## config.mk

```make
export PLATFORM = sky130hd
export DESIGN_NAME = fifo_stream_out
export DESIGN_NICKNAME = d
export VERILOG_FILES = /design/src/rtl/fifo_stream_pkg.sv /design/src/rtl/fifo_stream_skid_buf.sv /design/src/rtl/fifo_stream_out.sv
export SDC_FILE = /design/constraint.sdc
export NUM_CORES = 1
export LEC_CHECK = 0
export CORE_MARGIN = 2
export CORE_UTILIZATION = 42
export CTS_CLUSTER_DIAMETER = 150
export DETAILED_ROUTE_END_ITERATION = 7
export DONT_BUFFER_PORTS = 1
export PLACE_DENSITY_LB_ADDON = 0.08
export SETUP_SLACK_MARGIN = 0.1
export SYNTH_ARGS = -nofsm -noshare
export SYNTH_HDL_FRONTEND = slang
export SYNTH_SLANG_ARGS = --single-unit
```

## constraint.sdc

```tcl
create_clock -name rclk -period 1.4 [get_ports rclk]
set_input_delay 0.28 -clock rclk [delete_from_list [all_inputs] [get_ports rclk]]
set_output_delay 0.28 -clock rclk [all_outputs]
set_load 0.05 [all_outputs]
```

## src/rtl/fifo_stream_pkg.sv

```systemverilog
// Shared sizing for the async-FIFO read-side stream adapter.
// Pointer helper wraps mod BUF_DEPTH.
package fifo_stream_pkg;
  localparam int BUF_DEPTH = 3;
  localparam int LEVEL_W   = 2;
  localparam int CNT_W     = 16;

  function automatic logic [LEVEL_W-1:0] ptr_inc(
    input logic [LEVEL_W-1:0] p
  );
    return (p == LEVEL_W'(BUF_DEPTH - 1)) ? '0 : p + 1'b1;
  endfunction
endpackage

```

## src/rtl/fifo_stream_skid_buf.sv

```systemverilog
// Three-entry circular buffer between the FIFO read port and the stream.
// Push writes at tail, pop advances head; level tracks occupancy.
module fifo_stream_skid_buf
  import fifo_stream_pkg::*;
#(
  parameter int DW = 8
) (
  input  logic               clk,
  input  logic               rst_n,
  input  logic               push,
  input  logic [DW-1:0]      push_data,
  input  logic               pop,
  output logic [DW-1:0]      head_data,
  output logic [LEVEL_W-1:0] level
);
  logic [DW-1:0]      mem_q [BUF_DEPTH];
  logic [DW-1:0]      mem_d [BUF_DEPTH];
  logic [LEVEL_W-1:0] head_q, head_d;
  logic [LEVEL_W-1:0] tail_q, tail_d;
  logic [LEVEL_W-1:0] level_q, level_d;

  always_comb begin
    mem_d   = mem_q;
    head_d  = head_q;
    tail_d  = tail_q;
    level_d = level_q;
    if (push) begin
      mem_d[tail_q] = push_data;
      tail_d        = ptr_inc(tail_q);
    end
    if (pop) head_d = ptr_inc(head_q);
    unique case (1'b1)
      push && !pop: level_d = level_q + 1'b1;
      pop && !push: level_d = level_q - 1'b1;
      default:      level_d = level_q;
    endcase
  end

  always_ff @(posedge clk or negedge rst_n) begin
    if (!rst_n) begin
      for (int i = 0; i < BUF_DEPTH; i++) mem_q[i] <= '0;
      head_q  <= '0;
      tail_q  <= '0;
      level_q <= '0;
    end else begin
      mem_q   <= mem_d;
      head_q  <= head_d;
      tail_q  <= tail_d;
      level_q <= level_d;
    end
  end

  assign head_data = mem_q[head_q];
  assign level     = level_q;
endmodule

```

## src/rtl/fifo_stream_out.sv

```systemverilog
// Turns a registered async-FIFO read port into a valid/ready stream.
// Define FIFO_STREAM_OUT_CNT_EN to enable the xfer_cnt counter.
module fifo_stream_out
  import fifo_stream_pkg::*;
#(
  parameter int DW = 8
) (
  input  logic               rclk,
  input  logic               wrst_n,
  input  logic               fifo_rempty,
  output logic               fifo_ren,
  input  logic [DW-1:0]      fifo_rdata,
  output logic               m_valid,
  input  logic               m_ready,
  output logic [DW-1:0]      m_data,
  output logic [LEVEL_W-1:0] m_level,
  output logic [CNT_W-1:0]   xfer_cnt
);
  logic             inflight_q, inflight_d;
  logic             xfer;
  logic [LEVEL_W:0] occ;

  // Reserve a slot for the word already in flight so the buffer never overflows.
  assign occ = {1'b0, m_level} + {{LEVEL_W{1'b0}}, inflight_q};
  assign fifo_ren = wrst_n & ~fifo_rempty
                  & (occ < (LEVEL_W+1)'(BUF_DEPTH));
  assign inflight_d = fifo_ren & ~fifo_rempty;
  assign m_valid = (m_level != '0);
  assign xfer = m_valid & m_ready;

  always_ff @(posedge rclk or negedge wrst_n) begin
    if (!wrst_n) inflight_q <= 1'b0;
    else         inflight_q <= inflight_d;
  end

  fifo_stream_skid_buf #(.DW(DW)) u_buf (
    .clk       (rclk),
    .rst_n     (wrst_n),
    .push      (inflight_q),
    .push_data (fifo_rdata),
    .pop       (xfer),
    .head_data (m_data),
    .level     (m_level)
  );

`ifdef FIFO_STREAM_OUT_CNT_EN
  logic [CNT_W-1:0] cnt_q, cnt_d;
  always_comb cnt_d = cnt_q + CNT_W'(xfer);
  always_ff @(posedge rclk or negedge wrst_n) begin
    if (!wrst_n) cnt_q <= '0;
    else         cnt_q <= cnt_d;
  end
  assign xfer_cnt = cnt_q;
`else
  assign xfer_cnt = '0;
`endif

  no_overflow: assert property (@(posedge rclk) disable iff (!wrst_n)
    !(m_level == LEVEL_W'(BUF_DEPTH) && inflight_q));
endmodule

```

# == After elaboration in Yosys (flattened, before gate mapping) ==
# Index checks and enable logic that the tools add are counted.
# W data, S select, Z words.
# totals
register_bits,31
input_bits,12
# op_classes
addsub,5
order_cmp,4
eq_ne,2
n_mux,9
bitwise,7
reduce_logical,7
# ops
cell,count
$bwmux W24,1
$mux W8,3
$bmux W8 S2,1
$demux W8 S2,1
$add A2 B1 Y2 const B,3
$ge A3 B3 Y1 const B,2
$not A2 Y3,2
$and A1 B1 Y1,4
$eq A2 B2 Y1 const B,2
$mux W2,2
$pmux W2 S2,1
$reduce_bool A2 Y1,2
$add A2 B1 Y3,1
$logic_and A1 B1 Y1,3
$lt A3 B1 Y1 const B,1
$lt A3 B2 Y1 const B,1
$logic_not A1 Y1,2
$sub A2 B1 Y2 const B,1
$not A1 Y1,1

# == Longest topological paths before layout ==
# logic_depth
ltp_word,6
depth_mapped,6

# == Hierarchy ==
# Synthesis repeated with hierarchy kept, for this count alone.
# hier_totals
cells_unflattened,123
hier_area_um2,1520.2
# modules_own_cells
mod,n_inst,cells_each,area_each_um2,seq_area_each_um2
fifo_stream_skid_buf,1,98,1305.0,750.7
fifo_stream_out,1,25,215.2,25.0

# == Least setup slack after synthesis ==
# Ideal clock, no wire load.
# synth_path
kind,reg2out
from,register u_buf.level_q[0] (netlist: u_buf.level[0])
to,output port fifo_ren
arrival_ps,3658
slack_ps,-2538
path_stages_with_launch,4
cell_sequence,dfrtp_1 > ha_1 > ha_1 > a2111oi_0
# synth_between
elab_chain_len,3
# synth_rtl
item,line_no,source
"start, declared",fifo_stream_skid_buf.sv:20,"logic [LEVEL_W-1:0] level_q, level_d;"
"start signal, assigned",fifo_stream_skid_buf.sv:49,level_q <= level_d;
$add A2 B1 Y3,fifo_stream_out.sv:24,"assign occ = {1'b0, m_level} + {{LEVEL_W{1'b0}}, inflight_q};"
$lt A3 B2 Y1,fifo_stream_out.sv:26,& (occ < (LEVEL_W+1)'(BUF_DEPTH));
$and A1 B1 Y1,fifo_stream_out.sv:26,
"end, declared",fifo_stream_out.sv:11,"output logic fifo_ren,"
# No other way between the ends.

# == Final worst setup path ==
# Ends and elaborated chain as after synthesis.

==> impl_metrics.yaml <==
route:
  initialDrtViolationCount: 7
  ant_nets: 0
  routed_wirelength_mm: 3.347
  drcViolationCount: 0
  wl_per_cell_um: 15.50
  drt-vias-per-instance: 4.676
  firstDrtPassIters: 4
  via_count: 1010
finish:
  finish.net_count: 182
  postLayoutCellArea_um2: 2409
  flow.area_growth_from_synthesis_pct: 55.12
  layout-drive-gt1-share_pct: 63.69
  num_antenna_cells: 0
clocking:
  clock_insertion_delay_worst_skew_ns: 0.28
  cts.path.max_buffers: 2
  tritoncts: "yes"
  cts.reportedPaths.clkPinSlew_ns: 0.06
  numCtsBuffers: 5
  clock_sinks: 31
  cts-htree-levels: 2
  cts.root.buffer_cell: "sky130_fd_sc_hd__clkbuf_8"
setup_path:
  critical_path_arrival_ns: 1.60
  critical_path.startpoint_type: "flop"
  r2r-start: "inflight_q$_DFF_PN0_"
  critical_path_peak_fanout: 2
  reg2reg_depth: 7
  worst-endpoint-required_ns: 1.12
  reg2reg_to: "u_buf.mem_q[23]$_DFFE_PN0P_"
  r2r_setup_slack_ns: -0.18
  critical_path.slowest_cell: "sky130_fd_sc_hd__dfrtp_2"
  crit_path_frequent_cell: "sky130_fd_sc_hd__ha_4"
  crit_path_end_kind: "primary output"
  setup.worst_path.class: "reg -> out"
  critical_path.cell_chain: "ha_4 > ha_4 > a2111oi_4 > buf_12"
  cpPeakStageDelay_ns: 0.42
placed_design:
  detailedPlacementHpwl_mm: 2.296
  buffer_ports.inserted: 0
  placed_area_um2: 2033
  gpl.final_weighted_congestion: 0.6661
sta:
  min_period_over_period_pct: 134.5
  worst_clock_skew_ns: 0.002673
  post-route-worst-setup-slack_ns: -0.4830
  finalHoldViolCount: 0
  timing.final.setup_violations: 28
  rsz0062_at_grt: "true"
  number_of_pins_exceeding_their_max_slew_limit_in_the_final_report: 0
  fmaxAchievable_mhz: 531.1
  min_period_ns: 1.883
worst_hold_path:
  worst_case_hold_path_end_point: "inflight_q$_DFF_PN0_"
  timing.hold.worst_path_depth: 1
  min_path_type: "in -> reg"
  hp-start: "fifo_rempty"
grt:
  antenna_found_initial: 0
  globalRouteMet1Util_pct: 23.09
  grt_pass1_wl_mm: 5.513
  first_global_vias: 1097
  grtUsageTotal_pct: 18.12
  grt_start_max_net_pins: 32
  globalRouteOverflowTotal: 0
  global_route.usage.met2_pct: 28.35
  grt_use_met3_pct: 6.076
  most_utilized_layer_in_the_global_route_result: "met2"
synthesis:
  synth_top_cell_by_area: "sky130_fd_sc_hd__dfrtp_1"
  synth_area_leaders: "sky130_fd_sc_hd__dfrtp_1 (50%), sky130_fd_sc_hd__mux2_2 (12%), sky130_fd_sc_hd__buf_4 (7.7%)"
  synth.yosys.warnings: 0
  synth_edf_count: 0
  synth_sequential_area_ratio_pct: 49.96
  synth_most_common_cell: "sky130_fd_sc_hd__dfrtp_1"
  post_synth_instance_area_um2: 1553
  synthCells: 126
  postSynth.topFlopCell: "sky130_fd_sc_hd__dfrtp_1"
  synth-seq-cells: 31
  synth_top_area_share_pct: 49.96
  list_of_most_frequent_post_synthesis_cells: "sky130_fd_sc_hd__dfrtp_1 (31), sky130_fd_sc_hd__buf_4 (16), sky130_fd_sc_hd__mux2_2 (16)"
  ys_types: 27
  syn_avg_cell_area_um2: 12.32
  async_flop_share_pct: 100.0
job:
  timing.max_cap.violations: 0
outcome:
  outcome: "finished with violations"
  violations_in_the_final_reports: "negative setup slack"
floorplanning:
  die_h_um: 64.80
  floorplan.io_pins: 40
  floorplan.rows: 22
  die_area_um2: 4199
  initial_core_util_pct: 43.06
  design.core.area_um2: 3606
  dieWidth_um: 64.80
## stage by stage
| stage | worst slack (ns) | cells | util, % | TNS (ns) | hold WS [ns] |
|---|---|---|---|---|---|
| 2_1_floorplan | -0.5362 | 141 | - | -0.9202 | -0.01559 |
| 3_3_place_gp | -0.1717 | 201 | 56.38 | -1.338 | -0.01481 |
| 3_5_place_dp | -0.2047 | 201 | 56.38 | -1.859 | -0.01468 |
| 4_1_cts | -0.5102 | 214 | 64.99 | -5.917 | 0.07005 |
| 5_1_grt | -0.5505 | 216 | 66.79 | -7.261 | 0.08330 |
| 6_report | -0.4830 | 216 | 66.79 | -5.312 | 0.08064 |
## cells in the final DEF (no fill, tap or decap), drive strengths merged
cell and n:
nand3 1, a2111oi 2, ha 3, nor2b 1
mux2 24, or3 1, dfrtp 31, o21ai 11
nand2b 1, xor2 1, nor3 2, inv 4
mux2i 8, a21o 2, nand2 9, conb 16
buf 38, or2 1, clkbuf 7, clkinv 1
nor2 1, dlygate4sd3 1, xnor2 2
## kinds of logic (layout without fill, tap and decap cells)
group	after synthesis	count (layout)	share of synthesized area, %
AO/OA/AOI/OAI	15	15	5.640
XOR/XNOR	3	3	1.692
adder cells (fa/ha/maj)	3	3	2.418
buffers and inverters	24	51	10.23
flip-flops	31	31	49.96
multiplexers	32	32	24.50
other	1	16	0.2415
AND/OR/NAND/NOR	17	17	5.318
## sequential cells by signal, summed over array words and instances, names as in the netlist
| signal | cells |
|---|---|
| u_buf.mem_q | 24 |
| u_buf.head_q | 2 |
| u_buf.level | 2 |
| u_buf.tail_q | 2 |
| inflight_q | 1 |
## worst max path at each step
stage	endpoint	startpoint	slack, ns
6_report	fifo_ren	u_buf.level[0]$_DFFE_PN0P_	-0.48
5_1_grt	fifo_ren	inflight_q$_DFF_PN0_	-0.55
4_1_cts	fifo_ren	inflight_q$_DFF_PN0_	-0.51
3_5_place_dp	fifo_ren	u_buf.level[0]$_DFFE_PN0P_	-0.20
3_3_place_gp	fifo_ren	u_buf.level[0]$_DFFE_PN0P_	-0.17
2_1_floorplan	fifo_ren	u_buf.level[0]$_DFFE_PN0P_	-0.54
## area by class of cell
class | instances | area, µm²
Multi-Input combinational cell | 86 | 975.9
Sequential cell | 31 | 779.5
Inverter | 4 | 17.52
Fill cell | 268 | 1197
Tap cell | 48 | 60.06
Timing Repair Buffer | 39 | 494.2
Clock inverter | 1 | 5.005
Clock buffer | 7 | 76.32
## routing by layer
metal	part of all wire (%)	routed length, µm
met4	1.6	53
met2	53	1783
met1	40	1350
met5	0	0
met3	4.8	159
## worst max-delay path: cells and delay by family, from the launching register on
| family | cells | cell delay [ns] |
|---|---|---|
| AO/OA/AOI/OAI | 1 | 0.34 |
| adder cells (fa/ha/maj) | 2 | 0.38 |
| buffers and inverters | 1 | 0.18 |
| flip-flops | 1 | 0.42 |
## timing repair
action / CTS / global route
gates resized for setup: 44 / 10
hold buffers: 2 / 0
gates cloned: 0 / 0
setup buffers: 3 / 2
endpoints found under the setup margin: 31 / 39
pin swaps: 7 / 2
hold endpoints to repair: 31 / 0
Power is left out: the tool's default activity adds up to more than one toggle a clock period on the data nets, which glitch-free logic cannot reach.
